[src/rtl/write_iq.sv]
// Output serializer: pops paired I/Q fixed-point samples, dequantizes and saturates them to
// signed 16-bit, and writes little-endian bytes I_lo, I_hi, Q_lo, Q_hi into a byte FIFO.
module write_iq #(
    parameter int DATA_SIZE = 32,
    parameter int BYTE_SIZE = 8,
    parameter int CHAR_SIZE = 16,
    parameter int BITS      = 10
) (
    input  logic                 clock,
    input  logic                 reset,
    input  logic                 i_in_empty,
    output logic                 i_in_rd_en,
    input  logic [DATA_SIZE-1:0] i_in_dout,
    input  logic                 q_in_empty,
    output logic                 q_in_rd_en,
    input  logic [DATA_SIZE-1:0] q_in_dout,
    input  logic                 out_full,
    output logic                 out_wr_en,
    output logic [BYTE_SIZE-1:0] out_din,
    output logic [31:0]          pair_count,
    output logic [15:0]          sat_count,
    output logic [0:0]           fsm_state
);

    // Handshake: a FIFO pop happens on a clock edge where *_rd_en is high and the
    // FIFO is non-empty; a byte is accepted on an edge where out_wr_en is high, which
    // is only ever raised while out_full is low.

    localparam logic [0:0] S_LOAD = 1'b0;
    localparam logic [0:0] S_EMIT = 1'b1;

    localparam logic signed [DATA_SIZE-1:0] SAT_MAX = DATA_SIZE'((1 << (CHAR_SIZE - 1)) - 1);
    localparam logic signed [DATA_SIZE-1:0] SAT_MIN = DATA_SIZE'(-(1 << (CHAR_SIZE - 1)));

    logic [0:0]              state;
    logic [1:0]              idx;
    logic [CHAR_SIZE-1:0]    i_hold;
    logic [CHAR_SIZE-1:0]    q_hold;

    logic signed [DATA_SIZE-1:0] i_shift;
    logic signed [DATA_SIZE-1:0] q_shift;
    logic [CHAR_SIZE-1:0]    i_deq;
    logic [CHAR_SIZE-1:0]    q_deq;
    logic                    i_sat;
    logic                    q_sat;
    logic                    load;
    logic [16:0]             sat_sum;
    logic [15:0]             sat_next;

    // Arithmetic shift floors toward negative infinity; no rounding is applied.
    assign i_shift = $signed(i_in_dout) >>> BITS;
    assign q_shift = $signed(q_in_dout) >>> BITS;

    always_comb begin
        i_sat = 1'b1;
        q_sat = 1'b1;
        if (i_shift > SAT_MAX) begin
            i_deq = SAT_MAX[CHAR_SIZE-1:0];
        end else if (i_shift < SAT_MIN) begin
            i_deq = SAT_MIN[CHAR_SIZE-1:0];
        end else begin
            i_deq = i_shift[CHAR_SIZE-1:0];
            i_sat = 1'b0;
        end
        if (q_shift > SAT_MAX) begin
            q_deq = SAT_MAX[CHAR_SIZE-1:0];
        end else if (q_shift < SAT_MIN) begin
            q_deq = SAT_MIN[CHAR_SIZE-1:0];
        end else begin
            q_deq = q_shift[CHAR_SIZE-1:0];
            q_sat = 1'b0;
        end
    end

    assign sat_sum  = {1'b0, sat_count} + 17'(i_sat) + 17'(q_sat);
    assign sat_next = sat_sum[16] ? 16'hFFFF : sat_sum[15:0];

    // Reset gates the strobes so nothing is popped or written on the reset edge itself.
    assign load = ((state == S_LOAD) || ((state == S_EMIT) && (idx == 2'd3) && !out_full))
                  && !i_in_empty && !q_in_empty && !reset;

    assign i_in_rd_en = load;
    assign q_in_rd_en = load;
    assign out_wr_en  = (state == S_EMIT) && !out_full && !reset;
    assign fsm_state  = state;

    always_comb begin
        out_din = '0;
        if (state == S_EMIT) begin
            case (idx)
                2'd0:    out_din = i_hold[BYTE_SIZE-1:0];
                2'd1:    out_din = i_hold[2*BYTE_SIZE-1:BYTE_SIZE];
                2'd2:    out_din = q_hold[BYTE_SIZE-1:0];
                default: out_din = q_hold[2*BYTE_SIZE-1:BYTE_SIZE];
            endcase
        end
    end

    // A load in S_EMIT coincides with the idx==3 write, so the later capture wins cleanly.
    always_ff @(posedge clock) begin
        if (reset) begin
            state      <= S_LOAD;
            idx        <= 2'd0;
            i_hold     <= '0;
            q_hold     <= '0;
            pair_count <= 32'd0;
            sat_count  <= 16'd0;
        end else begin
            if (out_wr_en) begin
                idx <= idx + 2'd1;
                if (idx == 2'd3) begin
                    pair_count <= pair_count + 32'd1;
                    state      <= S_LOAD;
                end
            end
            if (load) begin
                i_hold    <= i_deq;
                q_hold    <= q_deq;
                idx       <= 2'd0;
                state     <= S_EMIT;
                sat_count <= sat_next;
            end
        end
    end

endmodule

[config.mk]
export PLATFORM = sky130hd
export DESIGN_NAME = write_iq
export DESIGN_NICKNAME = d
export VERILOG_FILES = /design/src/rtl/write_iq.sv
export SDC_FILE = /design/constraint.sdc
export NUM_CORES = 1
export LEC_CHECK = 0
export ABC_AREA = 1
export BUFFER_PORTS_ARGS = -buffer_cell sky130_fd_sc_hd__buf_2
export CELL_PAD_IN_SITES_DETAIL_PLACEMENT = 1
export CELL_PAD_IN_SITES_GLOBAL_PLACEMENT = 1
export CORE_ASPECT_RATIO = 0.6
export CORE_MARGIN = 3
export CORE_UTILIZATION = 33
export DETAILED_ROUTE_END_ITERATION = 6
export GPL_TIMING_DRIVEN = 0
export MAX_ROUTING_LAYER = met4
export PLACE_DENSITY_LB_ADDON = 0.12
export SLEW_MARGIN = 0
export SYNTH_ARGS = -nofsm -noshare
export SYNTH_HDL_FRONTEND = slang
export SYNTH_SLANG_ARGS = --single-unit
[constraint.sdc]
create_clock -name clock -period 2.4 [get_ports clock]
set_clock_uncertainty 0.1 [all_clocks]
set_input_delay 0.48 -clock clock [delete_from_list [all_inputs] [get_ports clock]]
set_output_delay 0.48 -clock clock [all_outputs]
set_load 0.02 [all_outputs]
==> reports/summary.log <==
qor: drt.drt_first_iter_violations 186
qor: yosys.ys_ff_latch 83
qor: drt.detail_route.wirelength 14820 um
qor: cts.cts_tree built
qor: drt.routed-via-count 4658
qor: worst_setup_path.cpMaxStageDelayCell ha_1
qor: yosys.syn-num-nets 723
qor: drt.detail_route.drc_violations 0
qor: yosys.synth_largest_type_area_fraction 37.61%
qor: cts.clock_tree.root_cell clkbuf_16
qor: worst_setup_path.end_kind output port
qor: yosys.synth_seq_area_share 37.61%
qor: outcome.status finished, final reports clean
qor: die.die-height 95.63 um
qor: die.floorplan.initialDensity 34.06%
qor: worst_setup_path.worstPathCellList inv_1 -> ha_1 -> nand2_1 -> a31oi_1 -> buf_2
qor: yosys.number_of_enable_flip_flop_cells_after_synthesis 0
qor: drt.avgViaCountPerCell 4.945
qor: worst_setup_path.crit_path_max_incr_delay 0.39 ns
qor: cts.cts_buffers 9
qor: worst_setup_path.required 1.82 ns
qor: global_routing.grt_start_max_net_pins 15
qor: power_and_ir_drop.power.static_leakage 2.596 nW
qor: hold_path.hold_path.class primary input to register
qor: yosys.syn_area_per_cell 6.828 um2
qor: global_routing.first_global_vias 4738
qor: die.die_width 155.4 um
qor: cts.cts_hold_repair.buffers 0
qor: die.fp.dieArea 14860 um2
qor: yosys.most_numerous_cell_in_the_yosys_netlist nand2_1
qor: finish.multi_input_gate_area 2323 um2
qor: global_routing.globalRoute.totalOverflow 0
qor: finish.final_nets 843
qor: timing.report.final.setup_viol 0
qor: yosys.area_of_the_mapped_netlist 4418 um2
qor: die.fp.coreArea 12970 um2
qor: place.io_buffers 107
qor: timing.period_share 96.41%
qor: die.ioPinCount 129
qor: worst_setup_path.cp_num_buf_inv 2
qor: timing.timing.fmax 432.2 MHz
qor: yosys.yosys_most_used_dff dfxtp_1
qor: cts.clockBufferDepth 2
qor: yosys.synth.area.top_cells dfxtp_1, nand2_1, nand3_1
qor: cts.register_clock_pin_slew_on_the_reported_worst_setup_and_hold_paths 0.07 ns
qor: worst_setup_path.cp_data_arrival_time 1.73 ns
qor: timing.hold_slack 0.2797 ns
qor: yosys.synth_cell_types 38
qor: finish.filler_cell_count 1715
qor: yosys.synthArstFlopShare 0%
qor: yosys.synth_warnings 0
qor: cts.insertion_delay 0.34 ns
qor: drt.route.antenna.remaining_nets 0
qor: timing.slew_violations 0
qor: place.gpl.final_weighted_congestion 0.8257
qor: global_routing.grt_antenna_before_repair 0
qor: yosys.yosys-top-cells-count nand2_1, nor2_1, dfxtp_1, inv_1, nand3_1
qor: yosys.synth_area_leader_cell dfxtp_1
qor: power_and_ir_drop.power.density_cell_area 565.7 nW/um2
qor: place.post-place-cells 924
qor: finish.stdcell_count 942
qor: finish.antennaDiodeCount 0
qor: run.max-cap-violations 0
qor: die.row_count 32
qor: cts.cts_max_level 3
qor: drt.drt-wirelength-per-cell 15.73 um
qor: global_routing.track_usage 20.70%
qor: finish.seq_area 1664 um2
qor: worst_setup_path.timing.critical_path.max_delay_family adder cells
qor: power_and_ir_drop.peak_vdd_ir 0.3008 mV
qor: global_routing.first_pass_grt_wire_length 23540 um
qor: place.dp_hpwl 11630 um
qor: yosys.synth_cells 647
qor: finish.syn_to_final_growth 25.46%
qor: finish.layout-drive-gt1-share 23.19%
qor: timing.maxSlewHeadroom 59.71%
qor: worst_setup_path.crit_start_category register
qor: timing.rsz0062_at_grt false
qor: drt.drt-pass1-iter-count 4
qor: worst_setup_path.worst-path-max-fanout 8
qor: cts.number_of_clock_sinks_seen_by_cts 83
qor: worst_setup_path.setup.worst_path.class register to output port
qor: timing.timing_hold_violations_final 0
qor: timing.finalCriticalPeriod 2.314 ns
qor: timing.worst-slew-pin-transition 0.6044 ns
## layer usage
| layer | track usage [%] | up-vias | share of wire [%] |
|---|---|---|---|
| met2 | 30.29 | 115 | 41 |
| met1 | 29.77 | 2207 | 53 |
| met5 | - | - | 0 |
| li1 | - | 2326 | - |
| met3 | 4.036 | 10 | 5.3 |
| met4 | 3.933 | 0 | 0.88 |
## what timing repair did
action / in CTS / in global routing
gates resized for setup: 5 / 9
setup buffers: 1 / 4
pin swaps: 1 / 1
endpoints found under the setup margin: 10 / 20
## flip-flops by register name (all words and copies together) (netlist names)
name and flops:
fsm_state 1, i_hold 16, idx 2, pair_count 32, q_hold 16, sat_count 16
## power breakdown
group / switching [mW] / internal (mW)
Clock: 0.608 / 0.868
Sequential: 0.0188 / 1.41
Combinational: 0.147 / 0.0879
## cells by family (layout without fill, tap and decap cells)
logic type,after synthesis,after routing,synth area share (%)
fa+ha+maj,7,7,2.152
simple gates,338,338,35.77
buf+inv,106,231,10.31
compound gates,108,108,13.17
xor+xnor,5,5,0.9914
flops,83,83,37.61
## cell type report
class | instances | area share (%)
Clock inverter | 5 | 1.084
Multi-Input combinational cell | 458 | 41.92
Tap cell | 170 | 3.837
Timing Repair Buffer | 112 | 10.38
Sequential cell | 83 | 30.02
Inverter | 80 | 5.508
Buffer | 23 | 2.686
Clock buffer | 11 | 4.560
## stage by stage
step	setup TNS, ns	cell area, um2	setup WS [ns]	utilization (%)	power, mW
2_1_floorplan	0	4418	0.08322	-	1.580
3_3_place_gp	-3.473	5166	-0.2903	39.82	1.674
3_5_place_dp	-4.602	5166	-0.3824	39.82	1.684
4_1_cts	0	5488	0.0008520	42.30	3.152
5_1_grt	0	5543	0.009408	42.73	3.259
6_report	0	5543	0.08613	42.73	3.135
## cell usage in the layout (no fill, tap or decap), types with 3 or more instances in the layout
master     count
nand2_1      140
buf_2        111
nor2_1        85
dfxtp_1       81
inv_1         76
nand3_1       65
o21ai_0       52
a21oi_1       30
a31oi_1       12
nand4_1       11
nor2_2        11
clkbuf_16      9
buf_4          8
clkbuf_1       7
buf_6          5
o21ai_1        5
nor3_1         5
o21a_1         5
ha_1           5
nand2_2        3
buf_1          3
nor2_8         3
nor2_4         3
xor2_1         3
## final timing paths
check                                 start                          to  slack [ns]  cells past startpoint
setup / recovery        idx[0]$_SDFFE_PP0P_                  out_din[0]        0.09                      5
hold / removal                        reset   sat_count[9]$_SDFFE_PP0P_        0.28                      2
setup reg to reg  sat_count[0]$_SDFFE_PP0P_  sat_count[15]$_SDFFE_PP0P_        0.32                     13
hold reg to reg     q_hold[10]$_SDFFE_PP0P_     q_hold[10]$_SDFFE_PP0P_        0.38                      2
Power figures use the tool's default switching activity.
